$ cat src/rtl/pc_redirect_ctrl_pkg.sv
// rtl/pc_redirect_ctrl_pkg.sv - shared types and constants for the PC redirect controller
package pc_redirect_ctrl_pkg;

    typedef enum logic [1:0] {
        BOOT   = 2'd0,
        RUN    = 2'd1,
        WAIT   = 2'd2,
        SQUASH = 2'd3
    } state_t;

    typedef enum logic [1:0] {
        SEL_SEQ    = 2'd0,
        SEL_BRANCH = 2'd1,
        SEL_JUMP   = 2'd2,
        SEL_HOLD   = 2'd3
    } pc_sel_t;

    localparam logic [31:0] PC_INCR              = 32'd4;
    localparam logic [31:0] RESET_VECTOR_DEFAULT = 32'h0000_0000;

endpackage

$ cat src/rtl/pc_redirect_ctrl_next_pc_sel.sv
// rtl/pc_redirect_ctrl_next_pc_sel.sv - next-PC source priority and pipeline strobes for RUN/WAIT
module next_pc_sel
    import pc_redirect_ctrl_pkg::*;
(
    input  logic    taken,
    input  logic    id_jump,
    input  logic    stall,
    input  logic    ready,
    output pc_sel_t sel,
    output logic    if_id_write,
    output logic    if_id_flush,
    output logic    id_ex_flush,
    output logic    redirect
);

    // Branch beats jump (jump is on the wrong path), and branch beats stall
    // (the stalled instruction gets flushed anyway).
    always_comb begin
        sel         = SEL_SEQ;
        if_id_write = 1'b1;
        if_id_flush = 1'b0;
        id_ex_flush = 1'b0;
        redirect    = 1'b0;
        if (taken) begin
            sel         = SEL_BRANCH;
            if_id_flush = 1'b1;
            id_ex_flush = 1'b1;
            redirect    = 1'b1;
        end else if (id_jump) begin
            sel         = SEL_JUMP;
            if_id_flush = 1'b1;
            redirect    = 1'b1;
        end else if (stall) begin
            sel         = SEL_HOLD;
            if_id_write = 1'b0;
            id_ex_flush = 1'b1;
        end else if (!ready) begin
            sel         = SEL_HOLD;
            if_id_write = 1'b0;
        end
    end

endmodule

$ cat src/rtl/pc_redirect_ctrl.sv
// rtl/pc_redirect_ctrl.sv - PC register owner and redirect sequencer for the 5-stage pipeline
module pc_redirect_ctrl
    import pc_redirect_ctrl_pkg::*;
#(
    parameter logic [31:0] RESET_VECTOR     = RESET_VECTOR_DEFAULT,
    parameter int          REDIRECT_BUBBLES = 1
) (
    input  logic        clk,
    input  logic        reset_n,
    input  logic        ex_branch,
    input  logic        ex_branch_ne,
    input  logic        ex_zero,
    input  logic [31:0] ex_target,
    input  logic        id_jump,
    input  logic [31:0] id_jump_target,
    input  logic        hazard_stall,
    input  logic        imem_ready,
    output logic [31:0] pc,
    output logic        fetch_valid,
    output logic        if_id_write,
    output logic        if_id_flush,
    output logic        id_ex_flush,
    output logic        redirect
);

    localparam logic        HAS_SQUASH  = (REDIRECT_BUBBLES > 0);
    // Counter is loaded with bubbles-1 so SQUASH lasts exactly REDIRECT_BUBBLES cycles.
    localparam logic [1:0]  SQUASH_INIT = HAS_SQUASH ? 2'(REDIRECT_BUBBLES - 1) : 2'd0;
    localparam logic [31:0] RESET_PC    = {RESET_VECTOR[31:2], 2'b00};

    state_t      state;
    state_t      state_next;
    logic [1:0]  cnt;
    logic [1:0]  cnt_next;
    logic [31:0] pc_mux;
    logic        taken;

    pc_sel_t     sel;
    logic        sel_if_id_write;
    logic        sel_if_id_flush;
    logic        sel_id_ex_flush;
    logic        sel_redirect;

    assign taken = ex_branch & (ex_branch_ne ? ~ex_zero : ex_zero);

    next_pc_sel u_next_pc_sel (
        .taken       (taken),
        .id_jump     (id_jump),
        .stall       (hazard_stall),
        .ready       (imem_ready),
        .sel         (sel),
        .if_id_write (sel_if_id_write),
        .if_id_flush (sel_if_id_flush),
        .id_ex_flush (sel_id_ex_flush),
        .redirect    (sel_redirect)
    );

    // Next state, next PC and strobes; BOOT/SQUASH defaults keep both pipeline registers flushed.
    always_comb begin
        state_next  = state;
        cnt_next    = cnt;
        pc_mux      = pc;
        fetch_valid = 1'b0;
        if_id_write = 1'b0;
        if_id_flush = 1'b1;
        id_ex_flush = 1'b1;
        redirect    = 1'b0;
        case (state)
            BOOT: begin
                state_next = RUN;
            end
            RUN, WAIT: begin
                fetch_valid = 1'b1;
                if_id_write = sel_if_id_write;
                if_id_flush = sel_if_id_flush;
                id_ex_flush = sel_id_ex_flush;
                redirect    = sel_redirect;
                case (sel)
                    SEL_BRANCH: pc_mux = ex_target;
                    SEL_JUMP:   pc_mux = id_jump_target;
                    SEL_SEQ:    pc_mux = pc + PC_INCR;
                    default:    pc_mux = pc;
                endcase
                if (taken) begin
                    if (HAS_SQUASH) begin
                        state_next = SQUASH;
                        cnt_next   = SQUASH_INIT;
                    end else begin
                        state_next = RUN;
                    end
                end else if (id_jump) begin
                    state_next = RUN;
                end else begin
                    state_next = imem_ready ? RUN : WAIT;
                end
            end
            SQUASH: begin
                if (cnt == 2'd0) begin
                    state_next = RUN;
                end else begin
                    cnt_next = cnt - 2'd1;
                end
            end
            default: begin
                state_next = BOOT;
            end
        endcase
    end

    // FSM state register.
    always_ff @(posedge clk or negedge reset_n) begin
        if (!reset_n) begin
            state <= BOOT;
        end else begin
            state <= state_next;
        end
    end

    // PC register; fetch addresses are always word aligned.
    always_ff @(posedge clk or negedge reset_n) begin
        if (!reset_n) begin
            pc <= RESET_PC;
        end else begin
            pc <= {pc_mux[31:2], 2'b00};
        end
    end

    // Squash bubble counter.
    always_ff @(posedge clk or negedge reset_n) begin
        if (!reset_n) begin
            cnt <= 2'd0;
        end else begin
            cnt <= cnt_next;
        end
    end

endmodule
$ cat config.mk
export PLATFORM = sky130hd
export DESIGN_NAME = pc_redirect_ctrl
export DESIGN_NICKNAME = d
export VERILOG_FILES = /design/src/rtl/pc_redirect_ctrl_pkg.sv /design/src/rtl/pc_redirect_ctrl_next_pc_sel.sv /design/src/rtl/pc_redirect_ctrl.sv
export SDC_FILE = /design/constraint.sdc
export NUM_CORES = 1
export LEC_CHECK = 0
export CORE_MARGIN = 2
export CORE_UTILIZATION = 44
export CTS_CLUSTER_SIZE = 25
export DETAILED_ROUTE_END_ITERATION = 6
export GPL_ROUTABILITY_DRIVEN = 0
export PLACE_DENSITY = 0.82
export SLEW_MARGIN = 25
export SYNTH_ARGS = -nofsm -noshare
export SYNTH_HDL_FRONTEND = slang
export SYNTH_SLANG_ARGS = --single-unit
$ cat constraint.sdc
create_clock -name clk -period 2.2 [get_ports clk]
set_clock_uncertainty 0.1 [all_clocks]
set_input_delay 0.22 -clock clk [delete_from_list [all_inputs] [get_ports clk]]
set_output_delay 0.22 -clock clk [all_outputs]
set_load 0.02 [all_outputs]
## After elaboration in Yosys (flattened, before gate mapping)

Index checks and enable logic that the tools add are counted.

| cells by class | value |
|---|---|
| reduce and logical (&&, ||, !) cells | 8 |
| equality and inequality tests | 8 |
| bitwise gates (word level) | 2 |
| add/subtract/negate cells | 2 |
| mux-type cells | 28 |

Operator list:

| cell | number |
|---|---|
| $pmux W32 S3 | 1 |
| $add A32 B3 Y32 const B | 1 |
| $mux W2 | 10 |
| $mux W1 | 15 |
| $eq A2 B2 Y1 const B | 3 |
| $logic_not A2 Y1 | 3 |
| $ne A2 B2 Y1 const B | 3 |
| $pmux W2 S3 | 1 |
| $eq A2 B1 Y1 const B | 2 |
| $pmux W2 S2 | 1 |
| $reduce_and A3 Y1 | 1 |
| $reduce_bool A3 Y1 | 1 |
| $reduce_and A2 Y1 | 1 |
| $reduce_bool A2 Y1 | 1 |
| $reduce_or A2 Y1 | 1 |
| $sub A2 B1 Y2 const B | 1 |
| $and A1 B1 Y1 | 1 |
| $not A1 Y1 | 1 |

| word-level totals | value |
|---|---|
| word-level logic and storage cells | 51 |
| register bits after elaboration | 34 |

## Longest topological paths before layout

| logic depth | value |
|---|---|
| depth after elaboration | 7 |
| depth in mapped cells | 8 |

## Hierarchy

A second synthesis with hierarchy kept.

| second synthesis, totals | value |
|---|---|
| cells, all modules | 328 |
| area, all modules | 2563.7 µm² |

By module, submodules not included:

| module | area an instance (µm²) | times used | sequential area each (µm²) | cells each |
|---|---|---|---|---|
| pc_redirect_ctrl | 2512.4 | 1 | 850.8 | 320 |
| next_pc_sel | 51.3 | 1 | 0.0 | 8 |

## Least setup slack after synthesis

No wires, ideal clock.

| path | value |
|---|---|
| path type | reg2reg |
| from | reg state[1] |
| to | reg pc[30] |
| cell stages (with the launch flop) | 8 |
| path buffers | 2 |
| period minus slack after synthesis | 2.129 ns |
| slack | 0.071 ns |
| setup time | 0.071 ns |
| arrival | 1.958 ns |
| cell sequence | dfrtp_1 ha_1 buf_2 nand2_1 o211a_1 buf_2 or4_1 nand4_1 |

| on the way | value |
|---|---|
| cells in the longest elaborated chain, start to end | 3 |

RTL lines:

| item | RTL line | text |
|---|---|---|
| start: declaration | pc_redirect_ctrl.sv:31 | `state_t state;` |
| start signal: assignment | pc_redirect_ctrl.sv:115 | `state <= state_next;` |
| $eq A2 B1 Y1 or $eq A2 B2 Y1 (tied branches) | pc_redirect_ctrl.sv:68 | `case (state)` |
| $reduce_or A2 Y1 * | pc_redirect_ctrl.sv:68 |  |
| $reduce_and A2 Y1 (no source line) * | n/a |  |
| end signal: assignment | pc_redirect_ctrl.sv:124 | `pc <= {pc_mux[31:2], 2'b00};` |
| end: declaration | pc_redirect_ctrl.sv:18 | `output logic [31:0] pc,` |

Mark *: on every way between the ends. The rest lies on a longest branch, timed or not.
A chain may end at the register's enable or synchronous reset.

## Worst setup path after layout

| path | value |
|---|---|
| from | reg state[1] |
| to | out fetch_valid |

| on the way | value |
|---|---|
| cells in the longest elaborated chain, start to end | 3 |

RTL lines:

| item | RTL line | text |
|---|---|---|
| $eq A2 B1 Y1 or $eq A2 B2 Y1 (tied branches) | pc_redirect_ctrl.sv:68 |  |
| $reduce_or A2 Y1 * | pc_redirect_ctrl.sv:68 |  |
| $mux W1 * | pc_redirect_ctrl.sv:68 |  |
| end: declaration | pc_redirect_ctrl.sv:19 | `output logic fetch_valid,` |

Marked as above.

==> impl_metrics.tcl <==
set metrics [dict create \
    outcome "finished, final reports clean" \
    rows 28 \
    min_path_type "in2async" \
    grt_pass1_wl_um 14500 \
    cp-end-kind "output pin" \
    reg2reg_slack_ps 100 \
    root_buffer "clkbuf_8" \
    drv_slew 0 \
    worstPathMaxFanout 6 \
    cts_max_path_buffers 2 \
    crit_start "state[1]$_DFFE_PN0P_" \
    period_minus_slack_ps 2130 \
    die_area_um2 6660 \
    n_fill_cell 479 \
    num-nets-final 530 \
    ys_top_cells_by_area "dfrtp_1, nand2_1, nand3_1, and3_1, o21ai_0" \
    synth_commonest_cells "nand2_1, dfrtp_1, nand3_1" \
    first_pass_iters 4 \
    drive_gt1_frac 0.121 \
    synth_ff_type "dfrtp_1" \
    fin_util 0.689 \
    drt_iter0_drc 267 \
    grt_setup_unrepaired "false" \
    antenna_cells 0 \
    postRouteWirelength_um 9230 \
    crit_required_ps 1880 \
    core-area_um2 5890 \
    maxCapViolations 0 \
    io_buffers 102 \
    grt_start_max_net_pins 35 \
    p_leak_nw 1.74 \
    crit-reg2reg-capture "pc[29]$_DFFE_PN0P_" \
    holdWs_ps 227 \
    netlist.area_leader.share 0.321 \
    cts_setup_buffers 0 \
    syn_area_per_cell_um2 7.93 \
    drc_errors 0 \
    critical_path.cell_chain "ha_1 -> buf_4 -> clkdlybuf4s50_1" \
    hpwl_um 6850 \
    yosys_warnings 0 \
    wl_per_cell_um 17.4 \
    clk_pin_slew_ps 70 \
    cts_buffers 5 \
    postCtsHoldBufs 0 \
    place_ws_ps -53.4 \
    ir_worst_vdd_uv 387 \
    r2r-start "state[1]$_DFFE_PN0P_" \
    dieWidth_um 81.6 \
    ys_seq_area_frac 0.321 \
    io_pins 109 \
    yosysUniqueCellTypes 55 \
    routed_via_density 6.05 \
    min_period_over_period 0.969 \
    cts.sinks 34 \
    antenna_found_initial 0 \
    hold_viol 0 \
    synth_area_um2 2650 \
    initial_core_util 0.450 \
    crit_slowest_cell "clkdlybuf4s50_1" \
    htreeDepth 2 \
    track_usage 0.284 \
    final-setup-viol-count 0 \
    async_flop_share 1.00 \
    grt_pass1_vias 3039 \
    die_h_um 81.6 \
    ant_nets 0 \
    synth_top_cell_by_area "dfrtp_1" \
    p_per_area_nw_per_um2 763 \
    start_kind "flip-flop" \
    crit_end "fetch_valid" \
    ys_ff_latch 34 \
    cts_tree "yes" \
    syn-instance-count 334 \
    worstPathArrival_ps 1810 \
    fmax_mhz 469 \
    synth-edff-count 0 \
    critical-path-max-stage-delay_ps 600 \
    dr_total_vias 3214 \
    power_mw 3.10 \
    overflow 0 \
    worstSetupPathType "reg2out" \
    clk_latency_ps 290 \
    syn2layout_area_growth_pct 53.2 \
    synth_most_common_cell "nand2_1" \
    fin_ws_ps 67.8 \
    rr_worst_depth 7 \
]
## routing by layer
metal	GRT usage	part of all wire	up-vias
li1	-	-	1520
met4	0.0633	0.0099	0
met5	0	0	-
met3	0.0505	0.075	13
met2	0.487	0.50	129
met1	0.376	0.42	1552
## critical path: cells and delay by family, from the launching register on
kind	cells	cell delay (ps)
adder cells (fa/ha/maj)	1	370
buffers and inverters	2	770
flip-flops	1	380
## what timing repair did
| action | in CTS | in global routing |
|---|---|---|
| gates cloned | 0 | 0 |
| resized for setup | 4 | 2 |
| endpoints found under the setup margin | 4 | 1 |
| pin swaps | 0 | 0 |
| hold endpoints to repair | 0 | 0 |
## state kept, by name, summed over array words and instances (netlist names)
| name | count |
|---|---|
| state | 2 |
| cnt | 2 |
| pc | 30 |
## cell type report
cell class	instances	area [µm²]	share of cell area
inverter	13	48.8	0.0120
clock buffer	8	110	0.0271
multi-input combinational	263	1650	0.406
sequential	34	851	0.210
tap	75	93.8	0.0231
timing repair buffer	138	1310	0.322
## per-stage QoR
| stage | setup TNS, ps | cells | cell area [µm²] |
|---|---|---|---|
| floorplan | 0 | 335 | 2650 |
| global placement | -13.9 | 523 | 3940 |
| detailed placement | -95.6 | 523 | 3940 |
| CTS | 0 | 531 | 4050 |
| global route | 0 | 531 | 4060 |
| finish | 0 | 531 | 4060 |
## power breakdown
part	internal [mW]	switching, mW
combinational	0.732	0.771
clock	0.316	0.246
sequential	0.790	0.240
total	1.84	1.26
## cell families after synthesis
kind of cell / synth area share
xor+xnor: 0.00661
mux: 0.00803
other cells: 0.00142
flops: 0.321
compound gates: 0.301
fa+ha+maj: 0.0142
buf+inv: 0.0605
simple gates: 0.287
## worst min-delay path by stage
stage	from	to
finish	reset_n	pc[22]$_DFFE_PN0P_
global route	reset_n	pc[22]$_DFFE_PN0P_
CTS	reset_n	pc[22]$_DFFE_PN0P_
detailed placement	state[1]$_DFFE_PN0P_	state[1]$_DFFE_PN0P_
global placement	state[1]$_DFFE_PN0P_	state[1]$_DFFE_PN0P_
floorplan	reset_n	cnt[0]$_DFFE_PN0P_
## cells in the final DEF (no fill, tap or decap), drive strengths merged, types with 4 or more instances in the layout
cell type	count
a21oi	19
a22o	9
nor3	5
o22ai	4
clkdlybuf4s50	97
inv	13
a21o	6
nor2	11
nand2	40
a31oi	14
dfrtp	34
or3	6
and3	19
o21ai	28
o31a	5
nand4	9
buf	36
o2bb2ai	4
o211ai	6
clkbuf	8
nand3	30
Note: power is estimated with default switching activity, not from simulation.
